**config.mk**
```make
export PLATFORM = sky130hd
export DESIGN_NAME = reg_wb_arbiter
export DESIGN_NICKNAME = d
export VERILOG_FILES = /design/src/rtl/reg_wb_arbiter.sv
export SDC_FILE = /design/constraint.sdc
export NUM_CORES = 1
export LEC_CHECK = 0
export ABC_AREA = 1
export BUFFER_PORTS_ARGS = -buffer_cell sky130_fd_sc_hd__buf_2
export CORE_MARGIN = 4
export CORE_UTILIZATION = 53
export CTS_CLUSTER_SIZE = 8
export DETAILED_ROUTE_END_ITERATION = 10
export PLACE_DENSITY = 0.88
export SKIP_LAST_GASP = 1
export SYNTH_ARGS = -nofsm -noshare
export SYNTH_HDL_FRONTEND = slang
export SYNTH_SLANG_ARGS = --single-unit
```
**constraint.sdc**
```tcl
create_clock -name clk -period 3.3 [get_ports clk]
set_clock_uncertainty 0.05 [all_clocks]
set_input_delay 0.33 -clock clk [delete_from_list [all_inputs] [get_ports clk]]
set_output_delay 0.33 -clock clk [all_outputs]
set_load 0.005 [all_outputs]
```
**src/rtl/reg_wb_arbiter.sv**
```systemverilog
// Register-file write-port arbiter: in-order WB results take priority, queued
// long-latency (mul/div) results drain into idle cycles; a busy scoreboard flags pending sources.
module reg_wb_arbiter #(
    parameter int FIFO_DEPTH = 2,
    parameter int PTR_W      = 1
) (
    input  logic        clk,
    input  logic        rst_n,
    input  logic        pipe_valid,
    input  logic [4:0]  pipe_des,
    input  logic [31:0] pipe_data,
    input  logic        pipe_jal,
    input  logic [31:0] pipe_jal_addr,
    input  logic        ml_issue,
    input  logic [4:0]  ml_issue_des,
    input  logic        ml_valid,
    input  logic [4:0]  ml_des,
    input  logic [31:0] ml_data,
    output logic        ml_ready,
    input  logic [4:0]  rs,
    input  logic [4:0]  rt,
    output logic        rs_busy,
    output logic        rt_busy,
    output logic        w_write_reg,
    output logic [4:0]  reg_des,
    output logic [31:0] reg_data,
    output logic        jal,
    output logic [31:0] jal_addr,
    output logic        waw_err
);

    localparam logic [PTR_W:0] DEPTH_CNT = (PTR_W + 1)'(FIFO_DEPTH);

    logic [4:0]       fifo_des_reg  [FIFO_DEPTH];
    logic [31:0]      fifo_data_reg [FIFO_DEPTH];
    logic [PTR_W-1:0] wr_ptr_reg;
    logic [PTR_W-1:0] rd_ptr_reg;
    logic [PTR_W:0]   count_reg;
    logic [31:0]      busy_reg;
    logic [31:0]      busy_next;

    logic        pipe_wr;
    logic        fifo_empty;
    logic        push_en;
    logic        pop_en;
    logic [4:0]  head_des;
    logic [31:0] head_data;

    logic [FIFO_DEPTH-1:0] slot_live;
    logic [FIFO_DEPTH-1:0] rs_hit;
    logic [FIFO_DEPTH-1:0] rt_hit;

    assign pipe_wr    = pipe_valid && (pipe_des != 5'd0);
    assign fifo_empty = (count_reg == '0);
    assign ml_ready   = (count_reg != DEPTH_CNT);
    // Results for r0 complete the handshake but are dropped rather than queued.
    assign push_en    = ml_valid && ml_ready && (ml_des != 5'd0);
    // count_reg excludes this cycle's push, so a fresh entry is never popped at once.
    assign pop_en     = !pipe_wr && !fifo_empty;
    assign head_des   = fifo_des_reg[rd_ptr_reg];
    assign head_data  = fifo_data_reg[rd_ptr_reg];

    always_ff @(posedge clk) begin
        if (push_en) begin
            fifo_des_reg[wr_ptr_reg]  <= ml_des;
            fifo_data_reg[wr_ptr_reg] <= ml_data;
        end
    end

    always_ff @(posedge clk or negedge rst_n) begin
        if (!rst_n) begin
            wr_ptr_reg <= '0;
            rd_ptr_reg <= '0;
            count_reg  <= '0;
        end else begin
            if (push_en) wr_ptr_reg <= wr_ptr_reg + 1'b1;
            if (pop_en)  rd_ptr_reg <= rd_ptr_reg + 1'b1;
            case ({push_en, pop_en})
                2'b10:   count_reg <= count_reg + 1'b1;
                2'b01:   count_reg <= count_reg - 1'b1;
                default: count_reg <= count_reg;
            endcase
        end
    end

    // A slot is live when its distance from the read pointer is below the fill count.
    for (genvar gi = 0; gi < FIFO_DEPTH; gi++) begin : g_slot
        logic [PTR_W-1:0] slot_age;
        assign slot_age      = PTR_W'(gi) - rd_ptr_reg;
        assign slot_live[gi] = ({1'b0, slot_age} < count_reg);
        assign rs_hit[gi]    = slot_live[gi] && (fifo_des_reg[gi] == rs);
        assign rt_hit[gi]    = slot_live[gi] && (fifo_des_reg[gi] == rt);
    end

    assign rs_busy = (rs != 5'd0) && (busy_reg[rs] || (|rs_hit));
    assign rt_busy = (rt != 5'd0) && (busy_reg[rt] || (|rt_hit));

    // Clear first, then set, so a same-cycle issue of the popped register stays busy.
    always_comb begin
        busy_next = busy_reg;
        if (pop_en) begin
            busy_next[head_des] = 1'b0;
        end
        if (ml_issue && (ml_issue_des != 5'd0)) begin
            busy_next[ml_issue_des] = 1'b1;
        end
    end

    always_ff @(posedge clk or negedge rst_n) begin
        if (!rst_n) begin
            busy_reg <= '0;
        end else begin
            busy_reg <= busy_next;
        end
    end

    always_ff @(posedge clk or negedge rst_n) begin
        if (!rst_n) begin
            w_write_reg <= 1'b0;
            reg_des     <= '0;
            reg_data    <= '0;
            jal         <= 1'b0;
            jal_addr    <= '0;
            waw_err     <= 1'b0;
        end else begin
            jal      <= pipe_jal;
            jal_addr <= pipe_jal_addr;
            if (pipe_wr) begin
                w_write_reg <= 1'b1;
                reg_des     <= pipe_des;
                reg_data    <= pipe_data;
            end else if (pop_en) begin
                w_write_reg <= 1'b1;
                reg_des     <= head_des;
                reg_data    <= head_data;
            end else begin
                w_write_reg <= 1'b0;
            end
            if (pipe_wr && busy_reg[pipe_des]) begin
                waw_err <= 1'b1;
            end
        end
    end

endmodule
```
==> impl_metrics.tcl, run 1 <==
set metrics [dict create \
    cts_buffers 17 \
    slowest_delay_ns 0.48 \
    dr.first_iter.drc_count 872 \
    ys_seq_area_share_pct 61.85 \
    synthDistinctLibCells 29 \
    nets 1150 \
    cp-start-kind "input pin" \
    hpwl_um 15670 \
    critPathCaptureType "output pin" \
    avgSynthCellArea_um2 10.07 \
    reg2reg_depth 5 \
    rsz0062_at_grt "false" \
    area_growth_pct 25.64 \
    die_h_um 130.6 \
    coreArea_mm2 0.01464 \
    worstPathArrival_ns 1.95 \
    routedWlPerCell_um 18.31 \
    io_pins 202 \
    setup_viol 0 \
    num_rows 44 \
    finalPower_mw 7.560 \
    worst_hold_path_type "in -> reg" \
    p_per_area_mw_per_mm2 755.7 \
    drive_above_1_share_pct 25.02 \
    wirelength_um 22340 \
    regToRegStartpoint "count_reg[0]$_DFFE_PN0P_" \
    crit_type "in -> out" \
    overflow 0 \
    maxCapViolations 0 \
    die-area_mm2 0.01705 \
    synth_area_mm2 0.007963 \
    drc 0 \
    max_slew.worst_pin.slew_ns 0.6974 \
    antenna_found_initial 2 \
    synth_edf_count 74 \
    cts-resized-gates 0 \
    min_to "fifo_data_reg[0][22]$_DFFE_PP_" \
    holdPathStages 1 \
    yosys.area.top_type "dfrtp_1" \
    postRouteAntennaNets 0 \
    status "complete, no violations" \
    die_x_um 130.6 \
    clock_latency_ns 0.42 \
    largest_register_ffs 64 \
    crit_slowest_cell "clkinv_1" \
    tritoncts "done" \
    min_from "ml_data[22]" \
    peakVddDrop_mv 0.4501 \
    clockBufferDepth 2 \
    slew_viol_final 0 \
    drt_pass1_iterations 6 \
    layoutNonFillerInstCount 1220 \
    dp.cells 1153 \
    slew_headroom_pct 53.44 \
    min_period_over_period_pct 70.61 \
    nFillCells 1133 \
    critPathMostFrequentCell "nand2_1" \
    async_reset_ff_share_pct 59.34 \
    syn_nets 919 \
    tns_ns 0 \
    hold_viol 0 \
    fin_area_mm2 0.01000 \
    synth_area_leaders "dfrtp_1, edfxtp_1, nand2_1, nand3_1, o211ai_1" \
    synth_top_area_share_pct 33.94 \
    grt_pass1_vias 6644 \
    io_buffers 201 \
    htreeDepth 4 \
    p_leak_nw 4.488 \
    regToRegEndpoint "fifo_data_reg[0][29]$_DFFE_PP_" \
    placed_cell_area_mm2 0.009145 \
    post_cts_buffers 0 \
    path_clk_slew_ns 0.06 \
    rrSetupSlack_ns 1.15 \
    critical_path.max_fanout 19 \
    grt_max_degree 59 \
    timing.final.crit_period_ns 2.330 \
    crit_chain "buf_2 -> clkinv_1 -> nand2_1 -> nand2_1 -> a21oi_1 -> nand3_1 -> nand2_1 -> inv_1 -> nand3_1 -> nand2_1 -> inv_1 -> buf_2" \
    cts.sinks 182 \
    viasPerCell 5.530 \
    gp_congestion 0.9857 \
    yosys_warnings 0 \
    max_freq_mhz 429.1 \
    gr-usage-all-layers_pct 27.18 \
    syn_inst 791 \
    ys.flop_type "dfrtp_1" \
    synthTopCellsByCount "nand2_1, dfrtp_1, nand3_1, edfxtp_1, inv_1" \
    cts-root-buf "clkbuf_16" \
    grt_pass1_wl_um 35170 \
    vias 6747 \
    required_ns 2.92 \
    initial_utilization_pct 54.37 \
    ys_seq_elements 182 \
    yosysMostFrequentCell "nand2_1" \
]
## cell families after synthesis
family,after synthesis,synth area share [%]
AOI/OAI and AO/OA,132,10.09
xor gates and xnor gates,16,1.760
adders and majority gates,1,0.1571
buffers and inverters,88,4.557
DFF,182,61.85
muxes,24,3.017
and+or+nand+nor,348,18.57
## how the worst max path moves through the flow
stage                                   startpoint                            end  slack (ns)  cells after the start
after floorplan           count_reg[0]$_DFFE_PN0P_  fifo_data_reg[0][0]$_DFFE_PP_        0.37                      5
after CTS                                    rt[0]                        rt_busy        0.99                     12
final                                        rt[0]                        rt_busy        0.97                     12
after global placement                       rs[0]                        rs_busy        1.08                     12
after global routing                         rs[0]                        rs_busy        0.79                     12
after detailed placement                     rt[0]                        rt_busy        0.99                     12
## cell usage in the layout, fill, tap and decap left out, types with 4 or more instances in the layout
master and instances:
nor2_4 6, o21ai_1 26, dlygate4sd3_1 34, edfxtp_1 74, buf_4 7, clkinv_1 8, o311ai_0 8, xor2_1 14
inv_2 5, nor3_1 6, nor2_1 43, inv_1 48, o21ai_2 5, clkbuf_16 17, mux2i_1 24, o21ai_0 40
buf_2 200, nand2_2 4, dfrtp_1 107, nand2_1 194, o211ai_1 33, a21oi_1 16, nand3_1 90
## power breakdown
group,internal (mW),leakage (nW),switching (mW)
logic,0.829,2.27,1.31
registers,3.02,1.97,0.605
clock network,0.960,0.247,0.834
total,4.81,4.49,2.75
## per-layer routing
layer | up-vias | GRT usage [%] | wire length [µm]
li1 | 3164 | - | -
met4 | 2 | 10.95 | 723
met1 | 3141 | 34.65 | 8355
met5 | - | 0 | 13
met2 | 374 | 44.22 | 11020
met3 | 66 | 7.683 | 2229
## metrics by stage
stage | hold WS [ns] | util, % | setup slack (ns)
floorplan | -0.01559 | - | 0.3719
CTS | 0.02726 | 68.30 | 0.9868
finish | 0.04004 | 68.32 | 0.9698
detailed placement | 0.3502 | 62.45 | 0.9910
global route | 0.02477 | 68.30 | 0.7944
global placement | 0.3471 | 62.45 | 1.079
## timing repair
| action | CTS | global route |
|---|---|---|
| hold buffers | 34 | 0 |
| endpoints found under the setup margin | 0 | 0 |
| endpoints found under the hold margin | 83 | 0 |
## cell type report
type / count / area, µm² / area share (%)
diodes: 1 / 2.502 / 0.02501
clock buffers: 20 / 436.7 / 4.365
clock inverters: 12 / 80.08 / 0.8004
inverters: 58 / 217.7 / 2.176
multi-input cells: 521 / 2698 / 26.96
flip-flops and latches: 182 / 4926 / 49.24
well taps: 184 / 230.2 / 2.301
repair buffers: 242 / 1414 / 14.13
## worst max-delay path, delay by kind of cell
kind	cells	cell delay (ns)
and+or+nand+nor	6	0.52
buffers and inverters	5	0.95
AOI/OAI and AO/OA	1	0.13
Note: power is estimated with default switching activity, not from simulation.
==> inputs of run 2 (changes only) <==
--- a/config.mk
+++ b/config.mk
@@ -8,10 +8,10 @@
 export ABC_AREA = 1
 export BUFFER_PORTS_ARGS = -buffer_cell sky130_fd_sc_hd__buf_2
 export CORE_MARGIN = 4
-export CORE_UTILIZATION = 53
+export CORE_UTILIZATION = 48
 export CTS_CLUSTER_SIZE = 8
 export DETAILED_ROUTE_END_ITERATION = 10
-export PLACE_DENSITY = 0.88
+export PLACE_DENSITY = 0.84
 export SKIP_LAST_GASP = 1
 export SYNTH_ARGS = -nofsm -noshare
 export SYNTH_HDL_FRONTEND = slang
==> constraint.sdc (replaced) <==
create_clock -name clk -period 2 [get_ports clk]
set_clock_uncertainty 0.05 [all_clocks]
set_input_delay 0.2 -clock clk [delete_from_list [all_inputs] [get_ports clk]]
set_output_delay 0.2 -clock clk [all_outputs]
set_load 0.005 [all_outputs]
==> run 2 against run 1 <==
Net effect:
- clock power rose by 80%
- utilization rose by 0.57 points
- global-route usage rose by 1.1 points
- critical endpoint unchanged
- register-to-register slack got worse by 1.1 ns
- critical path type is now reg -> out
- combinational power rose by 94%
- worst setup slack got worse by 0.89 ns
==> impl_metrics.tcl, run 2 (synthesis results as in run 1) <==
set metrics [dict create \
    gr-usage-all-layers_pct 28.30 \
    fin_area_mm2 0.01106 \
    critPathCaptureType "output pin" \
    min_from "pipe_data[3]" \
    slew_headroom_pct 60.36 \
    reg2reg_depth 9 \
    p_per_area_mw_per_mm2 1195 \
    nFillCells 1132 \
    die_x_um 136.8 \
    cts_buffers 17 \
    min_to "reg_data[3]$_DFFE_PN0P_" \
    drt_pass1_iterations 7 \
    num_rows 46 \
    setup_viol 0 \
    viasPerCell 5.538 \
    final_cell_mix "buf_2, nand2_1, dfrtp_1, dlygate4sd3_1, nand3_1" \
    rrSetupSlack_ns 0.09 \
    startpoint "fifo_des_reg[0][0]$_DFFE_PP_" \
    critical_path.max_fanout 3 \
    cp-start-kind "register" \
    grt_pass1_wl_um 40370 \
    p_leak_nw 4.938 \
    io_pins 202 \
    postRouteAntennaNets 0 \
    rsz0062_at_grt "true" \
    gp_congestion 0.9842 \
    worst_hold_path_type "in -> reg" \
    slew_viol_final 0 \
    overflow 0 \
    wirelength_um 25620 \
    preCtsSetupSlack_ns 0.1974 \
    die-area_mm2 0.01871 \
    placed_cell_area_mm2 0.009358 \
    hold_viol 0 \
    regToRegStartpoint "count_reg[0]$_DFFE_PN0P_" \
    antenna_found_initial 1 \
    fin_util_pct 68.89 \
    min_period_over_period_pct 95.90 \
    area_growth_pct 38.92 \
    initial_utilization_pct 49.59 \
    cts.sinks 182 \
    coreArea_mm2 0.01606 \
    clockBufferDepth 2 \
    routedWlPerCell_um 19.05 \
    max_freq_mhz 521.4 \
    crit_type "reg -> out" \
    regToRegEndpoint "count_reg[1]$_DFFE_PN0P_" \
    dp.cells 1203 \
    drive_above_1_share_pct 26.86 \
    holdPathStages 3 \
    timing.final.crit_period_ns 1.918 \
    worstPathArrival_ns 1.67 \
    status "complete, no violations" \
    path_clk_slew_ns 0.07 \
    tritoncts "done" \
    finalPower_mw 13.22 \
    layoutNonFillerInstCount 1345 \
    required_ns 1.75 \
    io_buffers 201 \
    max_slew.worst_pin.slew_ns 0.5946 \
    dr.first_iter.drc_count 806 \
    maxCapViolations 0 \
    vias 7449 \
    setup_slack_ns 0.08190 \
    htreeDepth 4 \
    largest_register_ffs 64 \
    peakVddDrop_mv 0.7319 \
    grt_pass1_vias 7586 \
    grt_max_degree 41 \
    clock_latency_ns 0.44 \
    nets 1243 \
    layout_commonest_cell "buf_2" \
    hpwl_um 16330 \
    cts-root-buf "clkbuf_16" \
    die_h_um 136.8 \
    drc 0 \
]
[run 2: cell types whose count changed in the layout (fill, tap and decap cells not counted), moves of 4 or more]
cell and delta:
a21oi_1 -4, inv_6 +5, dlygate4sd3_1 +68, buf_4 +21
[run 2: critical path, cell delays in order (launching register included)]
cell      delay, ns
edfxtp_1       0.46
xor2_1         0.19
nor2_1         0.12
nand3_1        0.09
nand2_1        0.07
inv_1          0.04
nand3_2        0.06
nand2_2        0.06
inv_2          0.06
buf_6          0.08
[run 2: stage by stage]
step / hold slack [ns] / setup TNS [ns]
3_3_place_gp: 0.1761 / 0
5_1_grt: 0.02374 / -0.05711
4_1_cts: 0.008912 / 0
2_1_floorplan: -0.1456 / -25.44
6_report: 0.01843 / 0
3_5_place_dp: 0.1837 / 0
[run 2: repair_timing]
item,in CTS,in global routing
pin swaps,0,10
endpoints found under the setup margin,2,2
resized for setup,4,16
hold endpoints to repair,174,0
buffers inserted,2,5
hold buffers,102,0
[run 2: metal layers]
layer | global-route usage (%) | share of wire [%] | routed length [µm] | vias up
li1 | - | - | - | 3353
met1 | 34.77 | 36 | 9268 | 3517
met2 | 47.40 | 50 | 12870 | 473
met3 | 6.287 | 8.9 | 2271 | 106
met4 | 13.86 | 4.7 | 1214 | 0
met5 | 0 | 0 | 0 | -
[run 2: area by class of cell]
cell class              count  area, µm²  share of cell area [%]
repair buffers            335       2330                   21.06
flip-flops and latches    182       4930                   44.56
clock inverters            15      133.9                   1.210
inverters                  58      220.2                   1.991
diodes                      1      2.502                 0.02262
clock buffers              17      425.4                   3.846
well taps                 216      270.3                   2.443
multi-input cells         521       2750                   24.86
[run 2: worst max path at each step]
stage                                               end  slack (ns)  cells after the start
final                                           rt_busy        0.08                      9
after global routing                            rs_busy       -0.04                      9
after CTS                                       rs_busy        0.02                     10
after detailed placement       count_reg[1]$_DFFE_PN0P_        0.20                      7
after global placement         count_reg[1]$_DFFE_PN0P_        0.25                      7
after floorplan           fifo_data_reg[0][0]$_DFFE_PP_       -0.34                      5
[run 2: where the power goes]
group | internal (mW) | total, mW | switching, mW
combinational | 1.69 | 4.16 | 2.47
clock | 1.64 | 3.22 | 1.58
sequential | 4.99 | 5.83 | 0.845
total | 8.33 | 13.2 | 4.89
